$ cat src/rtl/matrix_scan_scheduler_pkg.sv
// Shared constants and helpers for the 8x8 LED matrix scan scheduler.
package matrix_pkg;

    localparam int ROWS       = 8;
    localparam int COLS       = 8;
    localparam int FRAME_BITS = 64;
    localparam int PHASES     = 8;
    localparam int BRIGHT_W   = 3;

    localparam int ROW_W   = $clog2(ROWS);
    localparam int PHASE_W = $clog2(PHASES);

    // Position of the scan inside a frame: which row, which phase of its slot.
    typedef struct packed {
        logic [ROW_W-1:0]   row;
        logic [PHASE_W-1:0] phase;
    } scan_pos_t;

    // Phase 0 is always blanking; phases 1..bright are lit, the rest dark.
    function automatic logic lit_phase(input logic [PHASE_W-1:0] phase,
                                       input logic [BRIGHT_W-1:0] bright);
        return (phase != '0) && ({{(BRIGHT_W-PHASE_W){1'b0}}, phase} <= bright);
    endfunction

endpackage

$ cat src/rtl/matrix_scan_scheduler_tick_gen.sv
// Prescaler: counts 0..PRESCALE-1 and flags the last count as a one-cycle tick.
module tick_gen #(
    parameter int PRESCALE = 1024
) (
    input  logic clk_i,
    input  logic rst_i,
    output logic tick_o
);

    localparam int                CNT_W = $clog2(PRESCALE);
    localparam logic [CNT_W-1:0] LAST  = CNT_W'(PRESCALE - 1);

    logic [CNT_W-1:0] cnt_q;
    logic [CNT_W-1:0] cnt_d;

    // Next count: wrap to zero after the last count.
    always_comb begin
        cnt_d = (cnt_q == LAST) ? '0 : cnt_q + 1'b1;
    end

    // Count register, cleared by reset.
    always_ff @(posedge clk_i) begin
        if (rst_i) begin
            cnt_q <= '0;
        end else begin
            cnt_q <= cnt_d;
        end
    end

    assign tick_o = (cnt_q == LAST);

endmodule

$ cat src/rtl/matrix_scan_scheduler.sv
// Double-buffered 8x8 LED matrix scan scheduler with blanking and brightness.
module matrix_scan_scheduler
    import matrix_pkg::*;
#(
    parameter int PRESCALE = 1024
) (
    input  logic                  i_CLK,
    input  logic                  i_RST,
    input  logic [FRAME_BITS-1:0] i_Frame_Data,
    input  logic                  i_Frame_Valid,
    output logic                  o_Frame_Ready,
    input  logic [BRIGHT_W-1:0]   i_Brightness,
    output logic                  o_Frame_Sync,
    output logic [ROWS-1:0]       rows,
    output logic [COLS-1:0]       columns
);

    localparam logic [PHASE_W-1:0] PHASE_LAST = PHASE_W'(PHASES - 1);
    localparam logic [ROW_W-1:0]   ROW_LAST   = ROW_W'(ROWS - 1);
    localparam logic [ROWS-1:0]    ROW_ONE    = ROWS'(1);

    logic tick;

    scan_pos_t             pos_q, pos_d;
    logic [BRIGHT_W-1:0]   bright_q, bright_d;
    logic [FRAME_BITS-1:0] front_q, front_d;
    logic [FRAME_BITS-1:0] back_q, back_d;
    logic                  pending_q, pending_d;
    logic [ROWS-1:0]       rows_q, rows_d;
    logic [COLS-1:0]       cols_q, cols_d;
    logic                  sync_q, sync_d;
    logic                  boundary;

    tick_gen #(
        .PRESCALE(PRESCALE)
    ) u_tick_gen (
        .clk_i (i_CLK),
        .rst_i (i_RST),
        .tick_o(tick)
    );

    // Next-state logic: handshake, frame swap, scan advance and output decode.
    always_comb begin
        pos_d     = pos_q;
        bright_d  = bright_q;
        front_d   = front_q;
        back_d    = back_q;
        pending_d = pending_q;
        rows_d    = rows_q;
        cols_d    = cols_q;
        sync_d    = 1'b0;

        boundary = tick && (pos_q.row == ROW_LAST) && (pos_q.phase == PHASE_LAST);

        // Accept and swap never coincide: accept needs !pending, swap needs pending.
        if (i_Frame_Valid && !pending_q) begin
            back_d    = i_Frame_Data;
            pending_d = 1'b1;
        end
        if (boundary && pending_q) begin
            front_d   = back_q;
            pending_d = 1'b0;
        end

        // Outputs are decoded from the new position so they change with it.
        if (tick) begin
            pos_d.phase = pos_q.phase + 1'b1;
            if (pos_q.phase == PHASE_LAST) begin
                pos_d.row = pos_q.row + 1'b1;
            end
            if (pos_d.phase == '0) begin
                bright_d = i_Brightness;
            end
            rows_d = '0;
            cols_d = '0;
            if (lit_phase(pos_d.phase, bright_d)) begin
                rows_d = ROW_ONE << pos_d.row;
                cols_d = front_d[{pos_d.row, 3'b000} +: COLS];
            end
            sync_d = boundary;
        end
    end

    // State and output registers, all cleared by reset.
    always_ff @(posedge i_CLK) begin
        if (i_RST) begin
            pos_q     <= '0;
            bright_q  <= '0;
            front_q   <= '0;
            back_q    <= '0;
            pending_q <= 1'b0;
            rows_q    <= '0;
            cols_q    <= '0;
            sync_q    <= 1'b0;
        end else begin
            pos_q     <= pos_d;
            bright_q  <= bright_d;
            front_q   <= front_d;
            back_q    <= back_d;
            pending_q <= pending_d;
            rows_q    <= rows_d;
            cols_q    <= cols_d;
            sync_q    <= sync_d;
        end
    end

    assign o_Frame_Ready = !pending_q;
    assign o_Frame_Sync  = sync_q;
    assign rows          = rows_q;
    assign columns       = cols_q;

endmodule

$ cat config.mk
export PLATFORM = sky130hd
export DESIGN_NAME = matrix_scan_scheduler
export DESIGN_NICKNAME = d
export VERILOG_FILES = /design/src/rtl/matrix_scan_scheduler_pkg.sv /design/src/rtl/matrix_scan_scheduler_tick_gen.sv /design/src/rtl/matrix_scan_scheduler.sv
export SDC_FILE = /design/constraint.sdc
export NUM_CORES = 1
export LEC_CHECK = 0
export CAP_MARGIN = 20
export CORE_ASPECT_RATIO = 1.75
export CORE_UTILIZATION = 40
export CTS_CLUSTER_DIAMETER = 100
export DETAILED_ROUTE_END_ITERATION = 16
export GPL_ROUTABILITY_DRIVEN = 0
export REMOVE_ABC_BUFFERS = 1
export SLEW_MARGIN = 10
export SYNTH_ARGS = -nofsm -noshare
export SYNTH_HDL_FRONTEND = slang
export SYNTH_SLANG_ARGS = --single-unit
$ cat constraint.sdc
create_clock -name i_CLK -period 8.8 [get_ports i_CLK]
set_input_delay 1.76 -clock i_CLK [delete_from_list [all_inputs] [get_ports i_CLK]]
set_output_delay 1.76 -clock i_CLK [all_outputs]
set_load 0.03 [all_outputs]
# [Yosys cells after proc, flatten, opt, wreduce, memory -nomap -nowiden]
# Index checks and enable logic that the tools add are counted.
[word_totals] register_bits=165 latch_bits=0 ram_bits=0 rom_bits=0 in_bits=70 output_inout_bits=18 mem_count=0
[op_classes] n_addsub=3 n_mul=0 n_div=0 n_lt_le_gt_ge=1 n_eq_ne=3 shift=2 muxes=7 n_bitwise=1 n_reduce_logical=11
[ops] cell="2-to-1 mux 64 bit" n=1
[ops] cell="indexed part select 64 x 7 -> 8 bit" n=1
[ops] cell="2-to-1 mux 8 bit" n=2
[ops] cell="2-to-1 mux 3 bit" n=4
[ops] cell="adder 10 x 1 -> 10 bit (second input constant)" n=1
[ops] cell="== test 10 bit (second input constant)" n=1
[ops] cell="<< shifter 1 x 3 -> 8 bit (first input constant)" n=1
[ops] cell="adder 3 x 1 -> 3 bit (second input constant)" n=2
[ops] cell="== test 3 bit (second input constant)" n=2
[ops] cell="OR reduction 2 bit" n=3
[ops] cell="logical AND 1 bit" n=5
[ops] cell="less-or-equal comparator 3 bit" n=1
[ops] cell="logical NOT 3 bit" n=1
[ops] cell="nonzero test 3 bit" n=1
[ops] cell="logical NOT 1 bit" n=1
[ops] cell="inverter 1 bit" n=1

# [Longest topological paths before layout]
[depth] ltp_word=7 mapped_depth=12 mapped_depth_nobuf=11

# [Hierarchy]
# Synthesis repeated with hierarchy kept, for this count alone.
[unflattened] cells_unflattened=718 hier_area_um2=6438.7
[modules_own_cells] mod="matrix_scan_scheduler" n_inst=1 cells_per_inst=664 area_per_inst_um2=5972.0 seq_area_each_um2=3103.0
[modules_own_cells] mod="tick_gen" n_inst=1 cells_per_inst=54 area_per_inst_um2=466.7 seq_area_each_um2=200.2

# [Worst setup path before layout]
# Ideal clock, no wire load.
[synth_timing] kind="input -> register" start="input port i_Brightness[0]" end="register cols_q[1], in the netlist columns[1]" setup_time_ns=0.122 arrival_ns=3.220 setup_slack_ns=5.457 cell_stages=9 n_path_buf=1 path_cell_list="mux2_2 -> ha_1 -> nand3_1 -> o21ai_0 -> o211ai_1 -> clkbuf_1 -> a21oi_1 -> a22oi_1 -> o21ai_1"
[synth_via] elab_chain_cells=5
[synth_rtl] element="start: declaration" line_no="matrix_scan_scheduler.sv:12" text="input logic [BRIGHT_W-1:0] i_Brightness,"
[synth_rtl] element="2-to-1 mux 3 bit" line_no="matrix_scan_scheduler.sv:71" text="if (pos_d.phase == '0) begin"
[synth_rtl] element="2-to-1 mux 3 bit" line_no="matrix_scan_scheduler.sv:66" text="if (tick) begin"
[synth_rtl] element="less-or-equal comparator 3 bit" line_no="matrix_scan_scheduler_pkg.sv:22" text="return (phase != '0) && ({{(BRIGHT_W-PHASE_W){1'b0}}, phase} <= bright);"
[synth_rtl] element="logical AND 1 bit" line_no="matrix_scan_scheduler_pkg.sv:22"
[synth_rtl] element="2-to-1 mux 8 bit" line_no="matrix_scan_scheduler.sv:76" text="if (lit_phase(pos_d.phase, bright_d)) begin"
[synth_rtl] element="end signal: assignment" line_no="matrix_scan_scheduler.sv:102" text="cols_q <= cols_d;"
[synth_rtl] element="end: declaration" line_no="matrix_scan_scheduler.sv:30" text="logic [COLS-1:0] cols_q, cols_d;"
# No other way between the ends. The select of a mux whose other input is x is not followed.
# A chain may end at the register's enable or synchronous reset.

# [Worst setup path in the final report]
[layout_timing] start="input port i_Brightness[0]" end="register cols_q[7], in the netlist columns[7]"
# The elaborated chain is that of the path after synthesis.

==> reports/metrics.yaml <==
synthesis:
  yosys_most_used_dff: "dfxtp_1"
  netlist_top_cells_area: "dfxtp_1 (50%), mux2i_1 (10%), nand2_1 (10%)"
  async_reset_ff_share_pct: 0
  synth.distinct_cells: 41
  ys_seq_area_share_pct: 49.64
  netlist_area_mm2: 0.006654
  synth_cells: 752
  yosysWarningCount: 0
  synth_area_leader_cell: "dfxtp_1"
  yosysTopAreaCellShare_pct: 49.64
  avgSynthCellArea_um2: 8.848
  synth-edff-count: 0
  ys_seq_elements: 165
sta:
  finalHoldViolCount: 0
  min_period_over_period_pct: 44.02
  fin_crit_ns: 3.874
  slew_violations: 0
  setup_violations: 0
  fin_setup_tns_ns: 0
  worst_pin_slew_ns: 1.129
  fin_worst_skew_ns: 0.008381
  rsz0062_at_grt: "false"
  fmax_mhz: 258.1
  slew_headroom_pct: 24.71
clocking:
  cts_tree: "done"
  clk_pin_slew_ns: 0.06
  cts.repair.resized: 0
  h-tree-depth: 4
  cts_buffer_depth: 2
  cts_sinks: 165
  cts_made_buffers: 17
  clockRootBuffer: "clkbuf_16"
  cts_hold_buf: 0
  post_cts_buffers: 0
  clock_latency_ns: 0.42
layout:
  mostFrequentLayoutCells: "nand2_1 (177), dfxtp_1 (165), a21oi_1 (99)"
  fin_nets: 894
  area_delta_synth_final_pct: 22.51
  drive_gt1_share_pct: 5.918
  antennaDiodeCount: 0
  final_common_cell: "nand2_1"
critical_path:
  cp_max_fo: 12
  critPathArrivalTime_ns: 4.17
  ff2ff_path_depth: 11
  worstPathRequired_ns: 9.10
  reg2reg_from: "pos_q[0]"
  critPathKind: "input port to flip-flop"
  crit_path_end_kind: "flip-flop"
  critPathLaunchType: "input port"
  cp-startpoint: "i_Brightness[0]"
hold_path:
  hold_class: "flip-flop to flip-flop"
  holdPathStages: 2
  min_from: "front_q[52]"
power_and_ir_drop:
  power.total_uw: 1543
  power_per_cell_area_mw_per_mm2: 189.3
  p_leak_uw: 0.003410
  ir_worst_vdd_uv: 118.2
floorplanning:
  die-area_mm2: 0.01717
  core-area_mm2: 0.01637
  start_util_pct: 40.65
  fp-row-count: 62
  io_pins: 88
  die_y_um: 172.6
  die_w_um: 99.50
global_routing:
  grt-ovfl-total: 0
  grt_max_degree: 100
  track_usage_pct: 18.75
  grt_pass1_vias: 5239
  grt_pass1_wl_mm: 25.11
  antenna_found_initial: 0
routing:
  drcViolationCount: 0
  vias: 5340
  firstDrtPassIters: 4
  via_per_inst: 5.076
  drt_iter0_drc: 242
  routed_wl_mm: 15.52
  drt-wirelength-per-cell_um: 14.75
  antenna_left: 0
placed_design:
  place_hpwl_mm: 10.60
  port_buffers: 87
outcome:
  status: "complete, no violations"
flow_run:
  drv_cap: 0
## kinds of logic after synthesis
logic type,count (synthesis),share of synthesized area [%]
AND/OR/NAND/NOR,275,16.85
AO/OA/AOI/OAI,157,13.61
XOR/XNOR,12,1.580
flip-flops,165,49.64
multiplexers,80,12.47
adder cells (fa/ha/maj),9,1.692
buffers and inverters,54,4.155
## cell usage after synthesis (all sizes together) (3+ instances only)
cell type    n
inv          4
mux2        10
nor2        63
a221o        8
mux2i       70
nand4        3
xnor2        5
nand3        7
a2bb2oi      8
nand2      178
a211oi       4
xor2         7
a22oi        8
ha           9
nor2b       11
buf         18
o21ai       26
and4         3
clkbuf      32
a21oi       99
dfxtp      165
## state kept, by name, indices dropped and copies added, names as in the netlist, 3 cells and up
register and cells:
back_q 64, bright_q 3, columns 8, front_q 64
pos_q 6, rows 8, u_tick_gen.cnt_q 10
## stage by stage
step	setup WS (ns)	util [%]	instances	instance area [um2]	hold WS, ns
after floorplan	3.605	-	702	6392	0.4251
after global placement	4.588	46.41	1019	7596	0.4376
after detailed placement	4.462	46.41	1019	7596	0.4423
after CTS	4.899	49.76	1051	8144	0.4513
after global routing	4.771	49.80	1052	8152	0.4715
final	4.926	49.80	1052	8152	0.4493
## worst max-delay path, stage by stage
cell	delay, ns
clkdlybuf4s50_1	0.39
mux2_2	0.27
ha_1	0.27
nand3_1	0.08
o21ai_0	0.11
o211ai_1	0.86
a21oi_1	0.11
a22oi_1	0.22
o21ai_1	0.08
## per-layer routing
| layer | GRT usage (%) | vias up | part of all wire [%] |
|---|---|---|---|
| met1 | 19.72 | 2575 | 40 |
| met5 | 0 | - | 0 |
| met4 | 6.127 | 0 | 1.4 |
| li1 | - | 2678 | - |
| met3 | 4.082 | 14 | 2.8 |
| met2 | 35.94 | 73 | 55 |
## area by class of cell
cell class / count / area (um2)
fill: 1604 / 8217
sequential: 165 / 3303
multi-input combinational: 533 / 3084
timing repair buffer: 94 / 920.9
clock buffer: 17 / 425.4
tap: 224 / 280.3
clock inverter: 15 / 122.6
inverter: 4 / 15.01
## path summary, 6_finish.rpt
path / endpoint / slack [ns]
worst max-delay path: columns[7] / 4.93
worst min-delay path: front_q[52] / 0.45
worst max register to register: columns[7] / 5.25
worst min register to register: front_q[52] / 0.45
## power breakdown
group / total (uW) / switching, uW / internal [uW] / leakage, uW
Combinational: 84.7 / 42.5 / 42.2 / 0.00181
Clock: 682 / 315 / 368 / 0.000263
Sequential: 776 / 11.4 / 765 / 0.00134
No activity file was read; power rests on OpenSTA's default activity.
